$ cat src/rtl/hvac_zone_ctrl_if.sv
// ---------------------------------------------------------------------------
// hvac_zone_ctrl_if
// Signal bundle between a zone controller and whatever drives its sensors.
//
// Optional feature macro: HVAC_MANUAL_OVR_EN (adds the manual force inputs A/B)
//
// Signals
//   en       zone enable                         (master -> slave)
//   temp     measured temperature, unsigned      (master -> slave)
//   setpt    target temperature, unsigned        (master -> slave)
//   A, B     force heat / force cool (optional)  (master -> slave)
//   LR       heater on                           (slave -> master)
//   LG       cooler on                           (slave -> master)
//   state_o  controller state, 00 IDLE 01 HEAT 10 COOL 11 HOLD
//
// There is no handshake: every input is a level that the controller samples
// on each rising clock edge, and every output is a registered level.
// ---------------------------------------------------------------------------
interface hvac_zone_ctrl_if #(
    parameter int TEMP_W = 8
);
    logic              en;
    logic [TEMP_W-1:0] temp;
    logic [TEMP_W-1:0] setpt;
    logic              LR;
    logic              LG;
    logic [1:0]        state_o;
`ifdef HVAC_MANUAL_OVR_EN
    logic              A;
    logic              B;

    modport master (output en, temp, setpt, A, B, input LR, LG, state_o);
    modport slave  (input en, temp, setpt, A, B, output LR, LG, state_o);
`else
    modport master (output en, temp, setpt, input LR, LG, state_o);
    modport slave  (input en, temp, setpt, output LR, LG, state_o);
`endif
endinterface

$ cat src/rtl/hvac_zone_ctrl.sv
// ---------------------------------------------------------------------------
// hvac_zone_ctrl
// Single-zone heat/cool controller. Compares temp against setpt with a
// hysteresis band, keeps HEAT/COOL on for at least MIN_ON cycles unless the
// zone is disabled, and always passes through a LOCKOUT-cycle HOLD state
// between an episode and the next one.
//
// Optional feature macro: HVAC_MANUAL_OVR_EN
//   When defined, bus.A forces heat and bus.B forces cool (A wins), and a held
//   force suppresses the target-reached exit of its own mode.
//
// Ports
//   clock  rising-edge clock
//   rst    synchronous, active-high reset
//   bus    hvac_zone_ctrl_if.slave: en, temp, setpt, [A, B] in;
//          LR, LG, state_o out (all outputs registered)
// ---------------------------------------------------------------------------
module hvac_zone_ctrl #(
    parameter int TEMP_W  = 8,
    parameter int HYST    = 2,
    parameter int MIN_ON  = 4,
    parameter int LOCKOUT = 3
) (
    input  logic             clock,
    input  logic             rst,
    hvac_zone_ctrl_if.slave  bus
);

    localparam int CNT_MAX = (MIN_ON > LOCKOUT) ? MIN_ON : LOCKOUT;
    localparam int CNT_W   = $clog2(CNT_MAX + 1);

    localparam logic [TEMP_W:0]  HYST_X    = (TEMP_W + 1)'(HYST);
    localparam logic [CNT_W-1:0] CNT_SAT   = CNT_W'(CNT_MAX);
    localparam logic [CNT_W-1:0] CNT_ONE   = CNT_W'(1);
    // dwell is 0 during the first cycle of a state, so "n cycles spent"
    // is reached when dwell == n-1 at the sampling edge.
    localparam logic [CNT_W-1:0] RUN_LAST  = CNT_W'(MIN_ON - 1);
    localparam logic [CNT_W-1:0] LOCK_LAST = CNT_W'(LOCKOUT - 1);

    typedef enum logic [1:0] {
        S_IDLE = 2'b00,
        S_HEAT = 2'b01,
        S_COOL = 2'b10,
        S_HOLD = 2'b11
    } state_t;

    state_t            state;
    state_t            state_next;
    logic [CNT_W-1:0]  dwell;
    logic [CNT_W-1:0]  dwell_next;
    logic              lr_q;
    logic              lg_q;

    logic [TEMP_W:0]   temp_x;
    logic [TEMP_W:0]   setpt_x;
    logic              heat_req;
    logic              cool_req;
    logic              force_heat;
    logic              force_cool;
    logic              run_met;
    logic              lock_met;

    // One extra bit so temp+HYST and setpt+HYST never wrap.
    assign temp_x   = {1'b0, bus.temp};
    assign setpt_x  = {1'b0, bus.setpt};
    assign heat_req = (temp_x + HYST_X) < setpt_x;
    assign cool_req = temp_x > (setpt_x + HYST_X);

`ifdef HVAC_MANUAL_OVR_EN
    assign force_heat = bus.A;
    assign force_cool = bus.B;
`else
    assign force_heat = 1'b0;
    assign force_cool = 1'b0;
`endif

    assign run_met  = (dwell >= RUN_LAST);
    assign lock_met = (dwell >= LOCK_LAST);

    always_comb begin
        state_next = state;
        dwell_next = dwell;

        case (state)
            S_IDLE: begin
                // Heat is tested first, which also makes A win over B.
                if (bus.en && (force_heat || heat_req)) begin
                    state_next = S_HEAT;
                end else if (bus.en && (force_cool || cool_req)) begin
                    state_next = S_COOL;
                end
            end
            S_HEAT: begin
                if (!bus.en) begin
                    state_next = S_HOLD;
                end else if (!force_heat && (bus.temp >= bus.setpt) && run_met) begin
                    state_next = S_HOLD;
                end
            end
            S_COOL: begin
                if (!bus.en) begin
                    state_next = S_HOLD;
                end else if (!force_cool && (bus.temp <= bus.setpt) && run_met) begin
                    state_next = S_HOLD;
                end
            end
            S_HOLD: begin
                // en and the requests are deliberately not looked at here.
                if (lock_met) begin
                    state_next = S_IDLE;
                end
            end
            default: begin
                state_next = S_IDLE;
            end
        endcase

        if (state_next != state) begin
            dwell_next = '0;
        end else if (dwell != CNT_SAT) begin
            dwell_next = dwell + CNT_ONE;
        end
    end

    always_ff @(posedge clock) begin
        if (rst) begin
            state <= S_IDLE;
            dwell <= '0;
            lr_q  <= 1'b0;
            lg_q  <= 1'b0;
        end else begin
            state <= state_next;
            dwell <= dwell_next;
            lr_q  <= (state_next == S_HEAT);
            lg_q  <= (state_next == S_COOL);
        end
    end

    assign bus.LR      = lr_q;
    assign bus.LG      = lg_q;
    assign bus.state_o = state;

endmodule

$ cat src/flat_wrapper.sv
// flat-port wrapper written by rule: the top's interface ports become plain ports
module hvac_zone_ctrl_flat 
#(
    parameter int TEMP_W  = 8,
    parameter int HYST    = 2,
    parameter int MIN_ON  = 4,
    parameter int LOCKOUT = 3
)
  (clock, rst, bus_en, bus_temp, bus_setpt, bus_LR, bus_LG, bus_state_o);
  hvac_zone_ctrl_if #(.TEMP_W(TEMP_W)) bus_i ();
  input  logic clock;
  input  logic rst;
  input wire logic [$bits(bus_i.en)-1:0] bus_en;
  input wire logic [$bits(bus_i.temp)-1:0] bus_temp;
  input wire logic [$bits(bus_i.setpt)-1:0] bus_setpt;
  output wire logic [$bits(bus_i.LR)-1:0] bus_LR;
  output wire logic [$bits(bus_i.LG)-1:0] bus_LG;
  output wire logic [$bits(bus_i.state_o)-1:0] bus_state_o;
  assign bus_i.en = bus_en;
  assign bus_i.temp = bus_temp;
  assign bus_i.setpt = bus_setpt;
  assign bus_LR = bus_i.LR;
  assign bus_LG = bus_i.LG;
  assign bus_state_o = bus_i.state_o;
  hvac_zone_ctrl #(.TEMP_W(TEMP_W), .HYST(HYST), .MIN_ON(MIN_ON), .LOCKOUT(LOCKOUT)) u_core (.clock(clock), .rst(rst), .bus(bus_i));
endmodule
$ cat config.mk
export PLATFORM = sky130hd
export DESIGN_NAME = hvac_zone_ctrl_flat
export DESIGN_NICKNAME = d
export VERILOG_FILES = /design/src/rtl/hvac_zone_ctrl_if.sv /design/src/rtl/hvac_zone_ctrl.sv /design/src/flat_wrapper.sv
export SDC_FILE = /design/constraint.sdc
export NUM_CORES = 1
export LEC_CHECK = 0
export CAP_MARGIN = 20
export CORE_MARGIN = 2
export CORE_UTILIZATION = 30
export CTS_BUF_LIST = sky130_fd_sc_hd__clkbuf_8 sky130_fd_sc_hd__clkbuf_16
export CTS_CLUSTER_SIZE = 40
export DETAILED_ROUTE_END_ITERATION = 12
export PLACE_DENSITY = 0.54
export SYNTH_ARGS = -nofsm -noshare
export SYNTH_HDL_FRONTEND = slang
export SYNTH_SLANG_ARGS = --single-unit
$ cat constraint.sdc
create_clock -name clock -period 2.9 [get_ports clock]
set_clock_uncertainty 0.05 [all_clocks]
set_input_delay 0.58 -clock clock [delete_from_list [all_inputs] [get_ports clock]]
set_output_delay 0.58 -clock clock [all_outputs]
set_load 0.1 [all_outputs]
* Word-level counts from Yosys, hierarchy flattened *
Cells that the tools add are included.
Widths: inputs -> output; s select.

storage, ports and cells
  bits in writable memories = 0
  logic and storage cells = 34
  memories = 0
  register bits = 7
  memory bits (read-only) = 0
  output and inout bits = 4
  bits in latches = 0

cells by class
  eq/ne operators = 7
  $mul = 0
  bitwise gates (word level) = 0
  divide/modulo/power cells = 0
  shifts and indexed selects = 0
  muxes and demuxes = 8
  $add $sub $neg = 3
  order comparisons = 6
  reductions and logical operators = 6

operators with widths
  kind                 number
  $add 8x2->9 const B  2
  $mux 2               7
  $gt 8x9->1           1
  $lt 9x8->1           1
  $ge 8x8->1           1
  $le 8x8->1           1
  $pmux 2 s4           1
  $eq 2x2->1 const B   3
  $ge 3x2->1 const B   2
  $eq 2x1->1 const B   2
  $logic_and 1x1->1    4
  $add 3x1->3 const B  1
  $ne 3x3->1 const B   1
  $logic_not 2->1      1
  $ne 2x2->1           1
  $reduce_or 2->1      1

* Depth between registers and ports, before layout *
  word-level depth = 8
  depth in mapped cells = 11
  gate-level depth less buffers = 11

* Worst setup path after synthesis *
No wires, ideal clock.

  path type = input to register
  from = input port bus_setpt[2]
  to = register u_core.dwell[0]
  required time = 2.719 ns
  data arrival time = 2.368 ns
  setup time = 0.131 ns
  cell stages on the path = 11
  path slack = 0.350 ns
  cell sequence = inv_1 > nor3_1 > nand3_1 > xnor2_1 > ha_1 > o21a_1 > o21ai_0 > a31o_1 > a211o_1 > a211oi_2 > nor4_1

between the ends
  longest elaborated chain between the ends = 8
  elaborated cells on any way between the ends = 18

RTL lines
  item                                  RTL line               text
  start: declaration                    flat_wrapper.sv:15     input wire logic [$bits(bus_i.setpt)-1:0] bus_setpt;
  $add 8x2->9                           hvac_zone_ctrl.sv:67   assign cool_req = temp_x > (setpt_x + HYST_X);
  $gt 8x9->1                            hvac_zone_ctrl.sv:67
  $logic_and 1x1->1                     hvac_zone_ctrl.sv:89   end else if (bus.en && (force_cool || cool_req)) begin
  $mux 2                                hvac_zone_ctrl.sv:89
  $mux 2                                hvac_zone_ctrl.sv:87   if (bus.en && (force_heat || heat_req)) begin
  $pmux 2 s4 (*)                        hvac_zone_ctrl.sv:84   case (state)
  $ne 2x2->1 (*)                        hvac_zone_ctrl.sv:118  if (state_next != state) begin
  $reduce_or 2->1 (no source line) (*)  -
  end signal: assignment                hvac_zone_ctrl.sv:133  dwell <= dwell_next;
  end: declaration                      hvac_zone_ctrl.sv:49   logic [CNT_W-1:0] dwell;

Mark *: on every way between the ends. The rest lies on a longest branch, timed or not.
A chain may end at the register's enable or synchronous reset.

* Final worst setup path *
  from = input port bus_setpt[4]
  to = register u_core.dwell[2]

Same word-level chain as after synthesis.

==> flow_metrics.env <==
export IMPL_routed_wl_mm=3.07
export IMPL_ys_seq_area_share_pct=12.1
export IMPL_clockBufferDepth=2
export IMPL_r2r_start="u_core.dwell[1]"
export IMPL_stdcell_area_um2=1750
export IMPL_fin_worst_hold_slack_ps=560
export IMPL_final_nets=237
export IMPL_critical_path_cell_chain="clkdlybuf4s50_1 -> and3_4 -> nand3_1 -> xnor2_1 -> ha_1 -> o21ai_0 -> a31o_1 -> a211o_1 -> a211oi_4 -> a2111oi_2"
export IMPL_synth_cell_types=38
export IMPL_p_per_area_nw_per_um2=363
export IMPL_switching_share_pct=43.1
export IMPL_via_count=1164
export IMPL_cts_htree_levels=1
export IMPL_syn_to_final_growth_pct=50.8
export IMPL_rows=22
export IMPL_syn_area_um2=1160
export IMPL_power_switching_mw=0.273
export IMPL_rr_worst_depth=7
export IMPL_avgSynthCellArea_um2=8.51
export IMPL_min_from="u_core.dwell[0]"
export IMPL_core_um2=3690
export IMPL_fin_tns_setup_ps=0
export IMPL_fin_crit_sh_pct=95.5
export IMPL_vdd_drop_max_mv=0.154
export IMPL_worst_endpoint_arrival_ps=2810
export IMPL_grt_pass1_vias=1114
export IMPL_clk_pin_slew_worst_paths_ps=40
export IMPL_crit_family="compound AO/OA/AOI/OAI gates"
export IMPL_io_buffers=22
export IMPL_criticalPathCategory="in2reg"
export IMPL_worst_r2r_endpoint="u_core.dwell[2]"
export IMPL_cts_buffers=3
export IMPL_final_hold_viol_count=0
export IMPL_clkLatencyLatePin_ps=220
export IMPL_power_internal_mw=0.360
export IMPL_p_leak_nw=0.843
export IMPL_clock_root_buffer="clkbuf_8"
export IMPL_cts_tree="yes"
export IMPL_cp_num_buf_inv=1
export IMPL_gp_congestion=0.851
export IMPL_die_y_um=66.1
export IMPL_io_pins=23
export IMPL_relSlewSlack_pct=70.0
export IMPL_setup_viol=0
export IMPL_grt_pass1_wl_mm=5.06
export IMPL_dp_hpwl_mm=2.62
export IMPL_cts_sinks=7
export IMPL_maxCapViolations=0
export IMPL_first_iter_violations=29
export IMPL_synth_area_leaders="ha_1 30%, dfxtp_1 12%, xnor2_1 7.6%"
export IMPL_overflow=0
export IMPL_slew_violations=0
export IMPL_yosysTopAreaCell="ha_1"
export IMPL_end_kind="flop"
export IMPL_grt_max_degree=9
export IMPL_synth_net_count=183
export IMPL_status="finished clean"
export IMPL_yosysTopAreaCellShare_pct=30.3
export IMPL_drtPass1Iterations=4
export IMPL_crit_path_max_fanout=3
export IMPL_syn_inst=136
export IMPL_antenna_cells=0
export IMPL_cpMaxStageDelayCell="clkdlybuf4s50_1"
export IMPL_required_ps=2940
export IMPL_hold_path_class="reg2reg"
export IMPL_post_dp_cell_area_um2=1620
export IMPL_rrSetupSlack_ps=810
export IMPL_seqPwrFrac_pct=21.3
export IMPL_viasPerCell=4.91
export IMPL_yosys_warnings=0
export IMPL_drive_gt1_share_pct=28.6
export IMPL_wl_per_cell_um=13.0
export IMPL_worst_slew_pin_slew_ps=443
export IMPL_ys_seq_elements=7
export IMPL_track_usage_pct=14.9
export IMPL_pwr_share_clk_pct=20.6
export IMPL_min_to="u_core.dwell[0]"
export IMPL_worstHoldPathCells=2
export IMPL_drc_errors=0
export IMPL_combPwrFrac_pct=58.1
export IMPL_fin_crit_ps=2770
export IMPL_worstSetupStartpointType="input port"
export IMPL_ant_nets=0
export IMPL_initial_core_util_pct=31.4
export IMPL_die_x_um=66.1
export IMPL_die_area_um2=4370
export IMPL_antenna_found_initial=0
export IMPL_max_freq_mhz=361
export IMPL_cpPeakStageDelay_ps=530
[metal layers]
metal  global-route usage, %  vias up  share of wire (%)  wire length (µm)
li1                        -      610                  -                 -
met1                    21.0      531                 50              1520
met2                    24.5       21                 48              1470
met3                    1.70        2                2.3                72
met4                    2.30        0               0.39                12
met5                       0        -                  0                 0
[logic make-up after synthesis]
logic type	after synthesis	synth area share, %
AO/OA/AOI/OAI	33	24.1
adder cells (fa/ha/maj)	28	30.3
multiplexers	1	0.865
flip-flops	7	12.1
XOR/XNOR	11	8.32
buffers and inverters	16	5.19
AND/OR/NAND/NOR	40	19.1
[cell usage in the layout, fill, tap and decap left out, types with 2 or more instances in the layout]
cell type / count
nor2_1: 3
buf_4: 31
dfxtp_1: 7
ha_1: 27
inv_1: 16
nor4_1: 3
a211oi_1: 2
o21ai_1: 2
nand4_1: 4
clkdlybuf4s50_1: 12
dlygate4sd2_1: 2
o21ai_0: 3
a211oi_2: 4
a21oi_2: 2
and2_1: 2
nand2_1: 11
dlymetal6s2s_1: 4
nand4b_1: 2
o211a_1: 2
clkbuf_8: 3
xnor2_1: 10
a21oi_1: 2
o21a_1: 3
nand3_1: 5
nor3_1: 2
[power groups by stage]
stage / Sequential (mW) / Combinational (mW) / Clock [mW]
after floorplan: 0.199 / 0.158 / 0
final: 0.135 / 0.367 / 0.130
after global placement: 0.135 / 0.342 / 0
after global routing: 0.137 / 0.402 / 0.138
after CTS: 0.134 / 0.348 / 0.133
after detailed placement: 0.136 / 0.346 / 0
[Yosys cell counts, drive strengths merged]
| cell type | count |
|---|---|
| a2111oi | 1 |
| a211o | 1 |
| a211oi | 7 |
| a21oi | 4 |
| a31o | 1 |
| a31oi | 1 |
| and2 | 3 |
| and3 | 1 |
| dfxtp | 7 |
| ha | 28 |
| inv | 16 |
| mux2i | 1 |
| nand2 | 11 |
| nand3 | 6 |
| nand3b | 1 |
| nand4 | 4 |
| nand4b | 2 |
| nor2 | 3 |
| nor2b | 2 |
| nor3 | 4 |
| nor4 | 3 |
| o211a | 2 |
| o211ai | 1 |
| o21a | 4 |
| o21ai | 5 |
| o21ba | 1 |
| o221ai | 1 |
| o311a | 1 |
| o311ai | 1 |
| o31ai | 2 |
| xnor2 | 10 |
| xor2 | 1 |
[stage by stage]
step / util [%] / cells / worst slack [ps] / power (mW)
floorplan: - / 136 / 350 / 0.357
global placement: 44.0 / 232 / -278 / 0.476
detailed placement: 44.0 / 232 / -390 / 0.482
CTS: 45.4 / 236 / 6.94 / 0.614
global route: 47.3 / 237 / -30.4 / 0.678
finish: 47.3 / 237 / 131 / 0.633
[sequential cells by signal, indices dropped and copies added, names as in the netlist]
name and cells:
u_core.dwell 3, u_core.bus.state_o 2, u_core.bus.LR 1, u_core.bus.LG 1
[how the worst max path moves through the flow]
stage          slack (ps)               to  depth (start not counted)    startpoint
2_1_floorplan         350  u_core.dwell[0]                         11  bus_setpt[2]
3_3_place_gp         -280  u_core.dwell[0]                         12  bus_setpt[1]
3_5_place_dp         -390  u_core.dwell[0]                         12  bus_setpt[1]
4_1_cts                 7  u_core.dwell[2]                         11   bus_temp[1]
5_1_grt               -30  u_core.dwell[2]                         11   bus_temp[3]
6_report              130  u_core.dwell[2]                         10  bus_setpt[4]
[final cells by class]
cell class | instances | area [µm²]
inverter | 16 | 60.1
timing repair buffer | 49 | 420
multi-input combinational | 113 | 1020
sequential | 7 | 140
fill | 380 | 1940
clock buffer | 3 | 41.3
clock inverter | 1 | 3.75
tap | 48 | 60.1
[repair_timing]
| action | CTS | global route |
|---|---|---|
| setup buffers | 0 | 1 |
| hold buffers | 0 | 0 |
| endpoints found under the setup margin | 6 | 6 |
| resized for setup | 4 | 15 |
| pin swaps | 6 | 8 |
[worst reg2reg max path, stage by stage (launching register included)]
cell       delay (ps)
dfxtp_1           360
ha_1              210
ha_1              180
a211oi_2          330
nor2_1            110
a211oi_2          290
nor3_2            110
a2111oi_2         340
Note: power is estimated with default switching activity, not from simulation.
